[src/rtl/alu_issue_stage_if.sv]
// rtl/alu_issue_stage_if.sv - issue-stage handshake bundle: upstream instr/operands in, decoded ALU slot out
interface alu_issue_stage_if;
  logic        flush;
  logic        in_valid;
  logic        in_ready;
  logic [31:0] instr;
  logic [31:0] rs_data;
  logic [31:0] rt_data;
  logic        out_valid;
  logic        out_ready;
  logic [3:0]  aluc;
  logic [31:0] alu_a;
  logic [31:0] alu_b;
  logic [4:0]  wb_addr;
  logic        wb_en;
  logic        ovf_trap_en;
  logic        illegal;

  modport master (
    output flush, in_valid, instr, rs_data, rt_data, out_ready,
    input  in_ready, out_valid, aluc, alu_a, alu_b, wb_addr, wb_en, ovf_trap_en, illegal
  );

  modport slave (
    input  flush, in_valid, instr, rs_data, rt_data, out_ready,
    output in_ready, out_valid, aluc, alu_a, alu_b, wb_addr, wb_en, ovf_trap_en, illegal
  );
endinterface

[src/rtl/alu_issue_stage.sv]
// rtl/alu_issue_stage.sv - MIPS decode/issue stage: one registered ALU slot with valid/ready and flush
module alu_issue_stage #(
  parameter int CNT_W = 32
) (
  input  logic             clk,
  input  logic             reset,
  alu_issue_stage_if.slave bus,
  output logic [CNT_W-1:0] issue_cnt
);

  logic [5:0]  op, fn;
  logic [4:0]  rs_f, rt_f, rd_f;
  logic [31:0] imm_s, imm_z, shamt;
  logic [3:0]  dec_aluc;
  logic [31:0] dec_a, dec_b;
  logic [4:0]  dec_wb_addr;
  logic        dec_wb, dec_trap, dec_ill;

  logic             out_valid_q, out_valid_d;
  logic [3:0]       aluc_q, aluc_d;
  logic [31:0]      alu_a_q, alu_a_d, alu_b_q, alu_b_d;
  logic [4:0]       wb_addr_q, wb_addr_d;
  logic             wb_en_q, wb_en_d, ovf_trap_en_q, ovf_trap_en_d, illegal_q, illegal_d;
  logic [CNT_W-1:0] issue_cnt_q, issue_cnt_d;
  logic             in_ready, accept, consume;

  assign op    = bus.instr[31:26];
  assign rs_f  = bus.instr[25:21];
  assign rt_f  = bus.instr[20:16];
  assign rd_f  = bus.instr[15:11];
  assign fn    = bus.instr[5:0];
  assign imm_s = {{16{bus.instr[15]}}, bus.instr[15:0]};
  assign imm_z = {16'h0000, bus.instr[15:0]};
  assign shamt = {27'd0, bus.instr[10:6]};

  always_comb begin
    dec_aluc    = 4'b0000;
    dec_a       = bus.rs_data;
    dec_b       = 32'd0;
    dec_wb_addr = 5'd0;
    dec_wb      = 1'b0;
    dec_trap    = 1'b0;
    dec_ill     = 1'b0;
    case (op)
      6'b000000: begin
        dec_b       = bus.rt_data;
        dec_wb_addr = rd_f;
        dec_wb      = 1'b1;
        case (fn)
          6'b100000: begin dec_aluc = 4'b0010; dec_trap = 1'b1; end
          6'b100001: dec_aluc = 4'b0000;
          6'b100010: begin dec_aluc = 4'b0011; dec_trap = 1'b1; end
          6'b100011: dec_aluc = 4'b0001;
          6'b100100: dec_aluc = 4'b0100;
          6'b100101: dec_aluc = 4'b0101;
          6'b100110: dec_aluc = 4'b0110;
          6'b100111: dec_aluc = 4'b0111;
          6'b101010: dec_aluc = 4'b1011;
          6'b101011: dec_aluc = 4'b1010;
          6'b000000: begin dec_aluc = 4'b1110; dec_a = shamt; end
          6'b000010: begin dec_aluc = 4'b1101; dec_a = shamt; end
          6'b000011: begin dec_aluc = 4'b1100; dec_a = shamt; end
          6'b000100: dec_aluc = 4'b1110;
          6'b000110: dec_aluc = 4'b1101;
          6'b000111: dec_aluc = 4'b1100;
          default:   dec_ill = 1'b1;
        endcase
      end
      6'b011100: begin
        dec_aluc    = 4'b1001;
        dec_wb_addr = rd_f;
        dec_wb      = 1'b1;
        dec_ill     = (fn != 6'b100000);
      end
      6'b001000, 6'b001001, 6'b001010, 6'b001011,
      6'b001100, 6'b001101, 6'b001110, 6'b001111: begin
        dec_b       = imm_s;
        dec_wb_addr = rt_f;
        dec_wb      = 1'b1;
        case (op[2:0])
          3'b000: begin dec_aluc = 4'b0010; dec_trap = 1'b1; end
          3'b001: dec_aluc = 4'b0000;
          3'b010: dec_aluc = 4'b1011;
          3'b011: dec_aluc = 4'b1010;
          3'b100: begin dec_aluc = 4'b0100; dec_b = imm_z; end
          3'b101: begin dec_aluc = 4'b0101; dec_b = imm_z; end
          3'b110: begin dec_aluc = 4'b0110; dec_b = imm_z; end
          default: begin dec_aluc = 4'b1000; dec_a = 32'd0; end
        endcase
      end
      6'b100011, 6'b101011: begin
        dec_b       = imm_s;
        dec_wb_addr = rt_f;
      end
      6'b000100, 6'b000101: begin
        dec_aluc = 4'b0001;
        dec_b    = bus.rt_data;
      end
      default: dec_ill = 1'b1;
    endcase
    // Illegal encodings issue as an inert slot so execute can still raise the exception.
    if (dec_ill) begin
      dec_aluc    = 4'b0000;
      dec_a       = 32'd0;
      dec_b       = 32'd0;
      dec_wb_addr = 5'd0;
      dec_wb      = 1'b0;
      dec_trap    = 1'b0;
    end
    if (dec_wb_addr == 5'd0) dec_wb = 1'b0;
  end

  assign in_ready = (!out_valid_q || bus.out_ready) && !bus.flush;
  assign accept   = bus.in_valid && in_ready;
  // A flushed slot that is also being taken this cycle still counts as issued.
  assign consume  = out_valid_q && bus.out_ready;

  always_comb begin
    out_valid_d   = out_valid_q;
    aluc_d        = aluc_q;
    alu_a_d       = alu_a_q;
    alu_b_d       = alu_b_q;
    wb_addr_d     = wb_addr_q;
    wb_en_d       = wb_en_q;
    ovf_trap_en_d = ovf_trap_en_q;
    illegal_d     = illegal_q;
    issue_cnt_d   = issue_cnt_q + {{(CNT_W-1){1'b0}}, consume};
    if (bus.flush) begin
      out_valid_d = 1'b0;
    end else if (accept) begin
      out_valid_d   = 1'b1;
      aluc_d        = dec_aluc;
      alu_a_d       = dec_a;
      alu_b_d       = dec_b;
      wb_addr_d     = dec_wb_addr;
      wb_en_d       = dec_wb;
      ovf_trap_en_d = dec_trap;
      illegal_d     = dec_ill;
    end else if (consume) begin
      out_valid_d = 1'b0;
    end
  end

  always_ff @(posedge clk or posedge reset) begin
    if (reset) begin
      out_valid_q   <= 1'b0;
      aluc_q        <= 4'b0000;
      alu_a_q       <= 32'd0;
      alu_b_q       <= 32'd0;
      wb_addr_q     <= 5'd0;
      wb_en_q       <= 1'b0;
      ovf_trap_en_q <= 1'b0;
      illegal_q     <= 1'b0;
      issue_cnt_q   <= '0;
    end else begin
      out_valid_q   <= out_valid_d;
      aluc_q        <= aluc_d;
      alu_a_q       <= alu_a_d;
      alu_b_q       <= alu_b_d;
      wb_addr_q     <= wb_addr_d;
      wb_en_q       <= wb_en_d;
      ovf_trap_en_q <= ovf_trap_en_d;
      illegal_q     <= illegal_d;
      issue_cnt_q   <= issue_cnt_d;
    end
  end

  assign bus.in_ready    = in_ready;
  assign bus.out_valid   = out_valid_q;
  assign bus.aluc        = aluc_q;
  assign bus.alu_a       = alu_a_q;
  assign bus.alu_b       = alu_b_q;
  assign bus.wb_addr     = wb_addr_q;
  assign bus.wb_en       = wb_en_q;
  assign bus.ovf_trap_en = ovf_trap_en_q;
  assign bus.illegal     = illegal_q;
  assign issue_cnt       = issue_cnt_q;

endmodule

[src/flat_wrapper.sv]
// flat-port wrapper written by rule: the top's interface ports become plain ports
module alu_issue_stage_flat 
#(
  parameter int CNT_W = 32
)
  (clk, reset, issue_cnt, bus_flush, bus_in_valid, bus_instr, bus_rs_data, bus_rt_data, bus_out_ready, bus_in_ready, bus_out_valid, bus_aluc, bus_alu_a, bus_alu_b, bus_wb_addr, bus_wb_en, bus_ovf_trap_en, bus_illegal);
  alu_issue_stage_if bus_i ();
  input  logic clk;
  input  logic reset;
  output logic [CNT_W-1:0] issue_cnt;
  input wire logic [$bits(bus_i.flush)-1:0] bus_flush;
  input wire logic [$bits(bus_i.in_valid)-1:0] bus_in_valid;
  input wire logic [$bits(bus_i.instr)-1:0] bus_instr;
  input wire logic [$bits(bus_i.rs_data)-1:0] bus_rs_data;
  input wire logic [$bits(bus_i.rt_data)-1:0] bus_rt_data;
  input wire logic [$bits(bus_i.out_ready)-1:0] bus_out_ready;
  output wire logic [$bits(bus_i.in_ready)-1:0] bus_in_ready;
  output wire logic [$bits(bus_i.out_valid)-1:0] bus_out_valid;
  output wire logic [$bits(bus_i.aluc)-1:0] bus_aluc;
  output wire logic [$bits(bus_i.alu_a)-1:0] bus_alu_a;
  output wire logic [$bits(bus_i.alu_b)-1:0] bus_alu_b;
  output wire logic [$bits(bus_i.wb_addr)-1:0] bus_wb_addr;
  output wire logic [$bits(bus_i.wb_en)-1:0] bus_wb_en;
  output wire logic [$bits(bus_i.ovf_trap_en)-1:0] bus_ovf_trap_en;
  output wire logic [$bits(bus_i.illegal)-1:0] bus_illegal;
  assign bus_i.flush = bus_flush;
  assign bus_i.in_valid = bus_in_valid;
  assign bus_i.instr = bus_instr;
  assign bus_i.rs_data = bus_rs_data;
  assign bus_i.rt_data = bus_rt_data;
  assign bus_i.out_ready = bus_out_ready;
  assign bus_in_ready = bus_i.in_ready;
  assign bus_out_valid = bus_i.out_valid;
  assign bus_aluc = bus_i.aluc;
  assign bus_alu_a = bus_i.alu_a;
  assign bus_alu_b = bus_i.alu_b;
  assign bus_wb_addr = bus_i.wb_addr;
  assign bus_wb_en = bus_i.wb_en;
  assign bus_ovf_trap_en = bus_i.ovf_trap_en;
  assign bus_illegal = bus_i.illegal;
  alu_issue_stage #(.CNT_W(CNT_W)) u_core (.clk(clk), .reset(reset), .bus(bus_i), .issue_cnt(issue_cnt));
endmodule
[config.mk]
export PLATFORM = sky130hd
export DESIGN_NAME = alu_issue_stage_flat
export DESIGN_NICKNAME = d
export VERILOG_FILES = /design/src/rtl/alu_issue_stage_if.sv /design/src/rtl/alu_issue_stage.sv /design/src/flat_wrapper.sv
export SDC_FILE = /design/constraint.sdc
export NUM_CORES = 1
export LEC_CHECK = 0
export CAP_MARGIN = 15
export CORE_UTILIZATION = 39
export DETAILED_ROUTE_END_ITERATION = 7
export PLACE_DENSITY_LB_ADDON = 0.08
export SYNTH_ARGS = -nofsm -noshare
export SYNTH_HDL_FRONTEND = slang
export SYNTH_SLANG_ARGS = --single-unit
[constraint.sdc]
create_clock -name clk -period 7.9 [get_ports clk]
set_clock_uncertainty 0.2 [all_clocks]
set_input_delay 0.79 -clock clk [delete_from_list [all_inputs] [get_ports clk]]
set_output_delay 0.79 -clock clk [all_outputs]
set_load 0.005 [all_outputs]
* Word level (Yosys, flattened, before mapping)
Index checks and enable logic that the tools add are counted.
** Operators by class
- $add $sub $neg :: 1
- Bitwise operators :: 1
- Mux-type cells :: 25
- Equality and inequality tests :: 35
- Reductions and logical operators :: 28
** Operator list (number)
- $mux 32 :: 5
- $pmux 32 s3 :: 1
- $eq 6x6->1 const B :: 12
- $pmux 32 s2 :: 1
- $eq 6x4->1 const B :: 8
- $pmux 4 s12 :: 1
- $add 32x1->32 :: 1
- $eq 6x3->1 const B :: 5
- $pmux 4 s7 :: 1
- $reduce_or 10->1 :: 2
- $pmux 4 s4 :: 1
- $reduce_or 16->1 :: 1
- $reduce_or 2->1 :: 7
- $eq 6x2->1 const B :: 2
- $logic_not 6->1 :: 2
- $reduce_or 12->1 :: 1
- $mux 1 :: 10
- $pmux 5 s2 :: 1
- $eq 3x3->1 const B :: 3
- $reduce_or 3->1 :: 3
- $reduce_or 8->1 :: 1
- $reduce_or 7->1 :: 1
- $eq 3x2->1 const B :: 2
- $eq 6x5->1 const B :: 1
- 14 further kinds :: 17
** Storage, ports and cells
- Word-level logic and storage cells :: 99
- Register bits :: 109
- Output and inout port bits :: 110

* Logic depth before layout (Yosys ltp)
- Depth in word-level cells :: 7
- Mapped depth :: 8

* Worst setup path after synthesis
Ideal clock, no wire load.
- Path kind :: input to register
- From :: input bus_instr[26]
- To :: register u_core.alu_a_q[4] (netlist: u_core.bus.alu_a[4])
- Stages on the path :: 8
- Data arrival time :: 2.342 ns
- Path slack :: 5.266 ns
- Library setup time :: 0.092 ns
- Cells stage by stage :: buf_2 > or3_4 > nor4_4 > a2bb2oi_2 > or2_1 > buf_6 > buf_8 > o31ai_2
** On the way
- Word-level cells in the longest chain between the ends :: 5
** RTL lines
- from (decl) :: RTL line flat_wrapper.sv:13 : input wire logic [$bits(bus_i.instr)-1:0] bus_instr;
- $eq 3x1->1 (tied with other cells) :: RTL line alu_issue_stage.sv:80 : case (op[2:0])
- $reduce_or 7->1 (no line)
- $mux 32 :: RTL line alu_issue_stage.sv:80
- $pmux 32 s2 :: RTL line alu_issue_stage.sv:44 : case (op)
- $mux 32 (*) :: RTL line alu_issue_stage.sv:102 : if (dec_ill) begin
- to (signal assigned) :: RTL line alu_issue_stage.sv:158 : alu_a_q <= alu_a_d;
- to (decl) :: RTL line alu_issue_stage.sv:21 : logic [31:0] alu_a_q, alu_a_d, alu_b_q, alu_b_d;
Every way passes the cells marked *; elsewhere a longest branch is shown, timed or not.
A chain may end at the register's enable or synchronous reset.

* Final worst setup path
- From :: input bus_instr[28]
- To :: register u_core.alu_b_q[25] (netlist: u_core.bus.alu_b[25])
** On the way
- Word-level cells in the longest chain between the ends :: 5
** RTL lines
- $eq 3x3->1 :: RTL line alu_issue_stage.sv:80
- $reduce_or 3->1 (no line)
- $mux 32 :: RTL line alu_issue_stage.sv:80
- $pmux 32 s3 :: RTL line alu_issue_stage.sv:44
- $mux 32 (*) :: RTL line alu_issue_stage.sv:102
- to (signal assigned) :: RTL line alu_issue_stage.sv:159 : alu_b_q <= alu_b_d;
- to (decl) :: RTL line alu_issue_stage.sv:21
Marks and branches as above.

==> flow_summary.json <==
{
  "start_util_pct": 39.9,
  "synth_top_area_share_pct": 51.8,
  "yosysMostFrequentCell": "dfrtp_1",
  "avgSynthCellArea_um2": 10.8,
  "finalSetupViolations": 0,
  "die_w_um": 118,
  "synth_warnings": 0,
  "p_total_mw": 1.31,
  "cts_hold_buf": 0,
  "tightest_slew_ps": 1140,
  "clk_latency_ps": 340,
  "cellPowerDensity_nw_per_um2": 170,
  "seq_area_frac_synth_pct": 51.8,
  "area_delta_synth_final_pct": 46.3,
  "critPathKind": "in2reg",
  "synthDistinctLibCells": 57,
  "synth_top_family_by_area": "compound AO/OA/AOI/OAI gates",
  "hpwlAfterDp_mm": 10.5,
  "wl_mm": 14.8,
  "fillers": 1116,
  "crit_path_end_kind": "flop",
  "synth-xor-area-share_pct": 5.33,
  "p_leak_nw": 3.12,
  "vdd_drop_max_mv": 0.0910,
  "cts_repair_resize_count": 0,
  "final_max_slew_viol_count": 0,
  "synth_mux_area_share_pct": 0.190,
  "rsz0062_at_grt": "false",
  "dieArea_um2": 14000,
  "antenna-diode-count": 0,
  "fin_crit_sh_pct": 46.1,
  "max_clock_freq_mhz": 275,
  "path_clk_slew_ps": 70,
  "synth_nets": 592,
  "final-hold-violation-count": 0,
  "post-cts-setup-buffer-count": 0,
  "syn-instance-count": 489,
  "grtUsageTotal_pct": 21.4,
  "cp.arrival_ps": 3680,
  "slew_headroom_pct": 24.1,
  "synth-seq-cells": 109,
  "synth_area_leaders": "dfrtp_1, a22o_1, nand2_1, xnor2_1, o31ai_2",
  "dieHeight_um": 118,
  "worstPathMaxFanout": 23,
  "tns_ps": 0,
  "seq_area_um2": 2730,
  "grt_pass1_wl_mm": 23.5,
  "final_cells": 854,
  "whs_ps": 276,
  "synthAdderAreaFrac_pct": 0.476,
  "first_pass_iters": 5,
  "num_vias": 4600,
  "synth_edf_count": 0,
  "multi_input_area_um2": 2310,
  "start_kind": "input pin",
  "worstPathRequired_ps": 7940,
  "cap_viol_max_count": 0,
  "rows": 42,
  "core_area_um2": 13200,
  "yosys.area_share.simple_pct": 14.5,
  "hold_path.class": "reg2reg",
  "routedWlPerCell_um": 17.3,
  "fin_crit_ps": 3640,
  "routabilityCongestion": 0.857,
  "grt_pass1_vias": 4316,
  "async_flop_share_pct": 100,
  "nNetsFinal": 776,
  "synth_flop_cell": "dfrtp_1",
  "htreeDepth": 3,
  "clockBufferDepth": 2,
  "antenna_found_initial": 0,
  "ctsRootBufferMaster": "clkbuf_16",
  "antenna_left": 0,
  "io_pins": 211,
  "ys_top_cells_by_count": "dfrtp_1, nand2_1, a22o_1",
  "drt-vias-per-instance": 5.39,
  "drc_errors": 0,
  "cts-buffers-inserted": 9,
  "synth_top_area_cell": "dfrtp_1",
  "grt_max_degree": 72,
  "synth_area_um2": 5260,
  "drive_gt1_share_pct": 7.67,
  "first_iter_violations": 300,
  "numClockSinks": 109,
  "cts_tree": "yes",
  "synth_compound_area_share_pct": 23.1,
  "grt_overflow": 0,
  "dp.cells": 837,
  "io_buffers": 205,
  "status": "finished clean"
}
## worst max-delay path: stages
cell and delay [ps]:
clkdlybuf4s50_1 620, nand4b_1 320, a21oi_2 880, and3_1 710
a21oi_1 90, o31ai_1 250
## routing by layer
layer | global-route usage, % | vias to the layer above | routed length, µm
met5 | 0 | - | 0
met4 | 8.01 | 0 | 313
met3 | 4.01 | 18 | 857
met2 | 34.8 | 167 | 7280
met1 | 28.2 | 2258 | 6350
li1 | - | 2157 | -
## cells by family after synthesis
kind of cell | after synthesis
compound gates | 147
xor+xnor | 32
fa+ha+maj | 2
buf+inv | 49
flops | 109
mux | 1
simple gates | 149
## final cells by class
cell class	instances	share of cell area (%)
flip-flops and latches	109	35.4
multi-input cells	331	30.0
repair buffers	211	27.2
clock buffers	11	3.15
well taps	176	2.86
clock inverters	5	0.764
inverters	11	0.569
## final timing paths
check,startpoint,end,slack [ps],depth (start not counted)
setup / recovery,bus_instr[28],u_core.bus.alu_b[25],4260,6
hold / removal,u_core.issue_cnt[31],u_core.issue_cnt[31],280,1
setup reg to reg,u_core.bus.out_valid,u_core.bus.aluc[3],5220,6
hold reg to reg,u_core.issue_cnt[31],u_core.issue_cnt[31],280,1
max in group asynchronous,reset,u_core.issue_cnt[4],5590,3
min in group asynchronous,reset,u_core.bus.alu_a[28],620,2
## layout by cell type, fill, tap and decap left out, drive strengths merged, types with 4 or more instances in the layout
cell           synthesis  final
dfrtp                109    109
xor2                   8      8
xnor2                 24     24
nor3                   4      4
a22oi                 21     21
nand3                 15     15
nand4                  5      5
nor2b                  7      7
nand2b                 4      4
nor2                  23     23
nand2                 61     61
a21oi                 23     23
a22o                  27     27
clkdlybuf4s50          0    205
o31ai                 42     42
clkbuf                23     12
nor4                   6      6
a31oi                  7      7
inv                   11     12
buf                   15      5
and3                   4      4
and4                   5      5
o21ai                  5      5
## where the power goes
part	internal, mW	leakage, nW	switching (mW)
Sequential	0.590	1.49	0.0267
Clock	0.256	0.142	0.207
Combinational	0.131	1.49	0.0958
Total	0.976	3.12	0.330
## state kept, by name (all words and copies together), names as in the netlist
signal                  flops
u_core.bus.alu_a           32
u_core.bus.alu_b           32
u_core.bus.aluc             4
u_core.bus.illegal          1
u_core.bus.out_valid        1
u_core.bus.ovf_trap_en      1
u_core.bus.wb_addr          5
u_core.bus.wb_en            1
u_core.issue_cnt           32
## through the flow
stage	utilization [%]	instance area [µm²]	setup WS [ps]
2_1_floorplan	-	5260	4040
3_3_place_gp	56.0	7390	4010
3_5_place_dp	56.0	7390	3930
4_1_cts	58.3	7690	4270
5_1_grt	58.3	7690	4010
6_report	58.3	7690	4260
(Power assumes the default switching activity.)
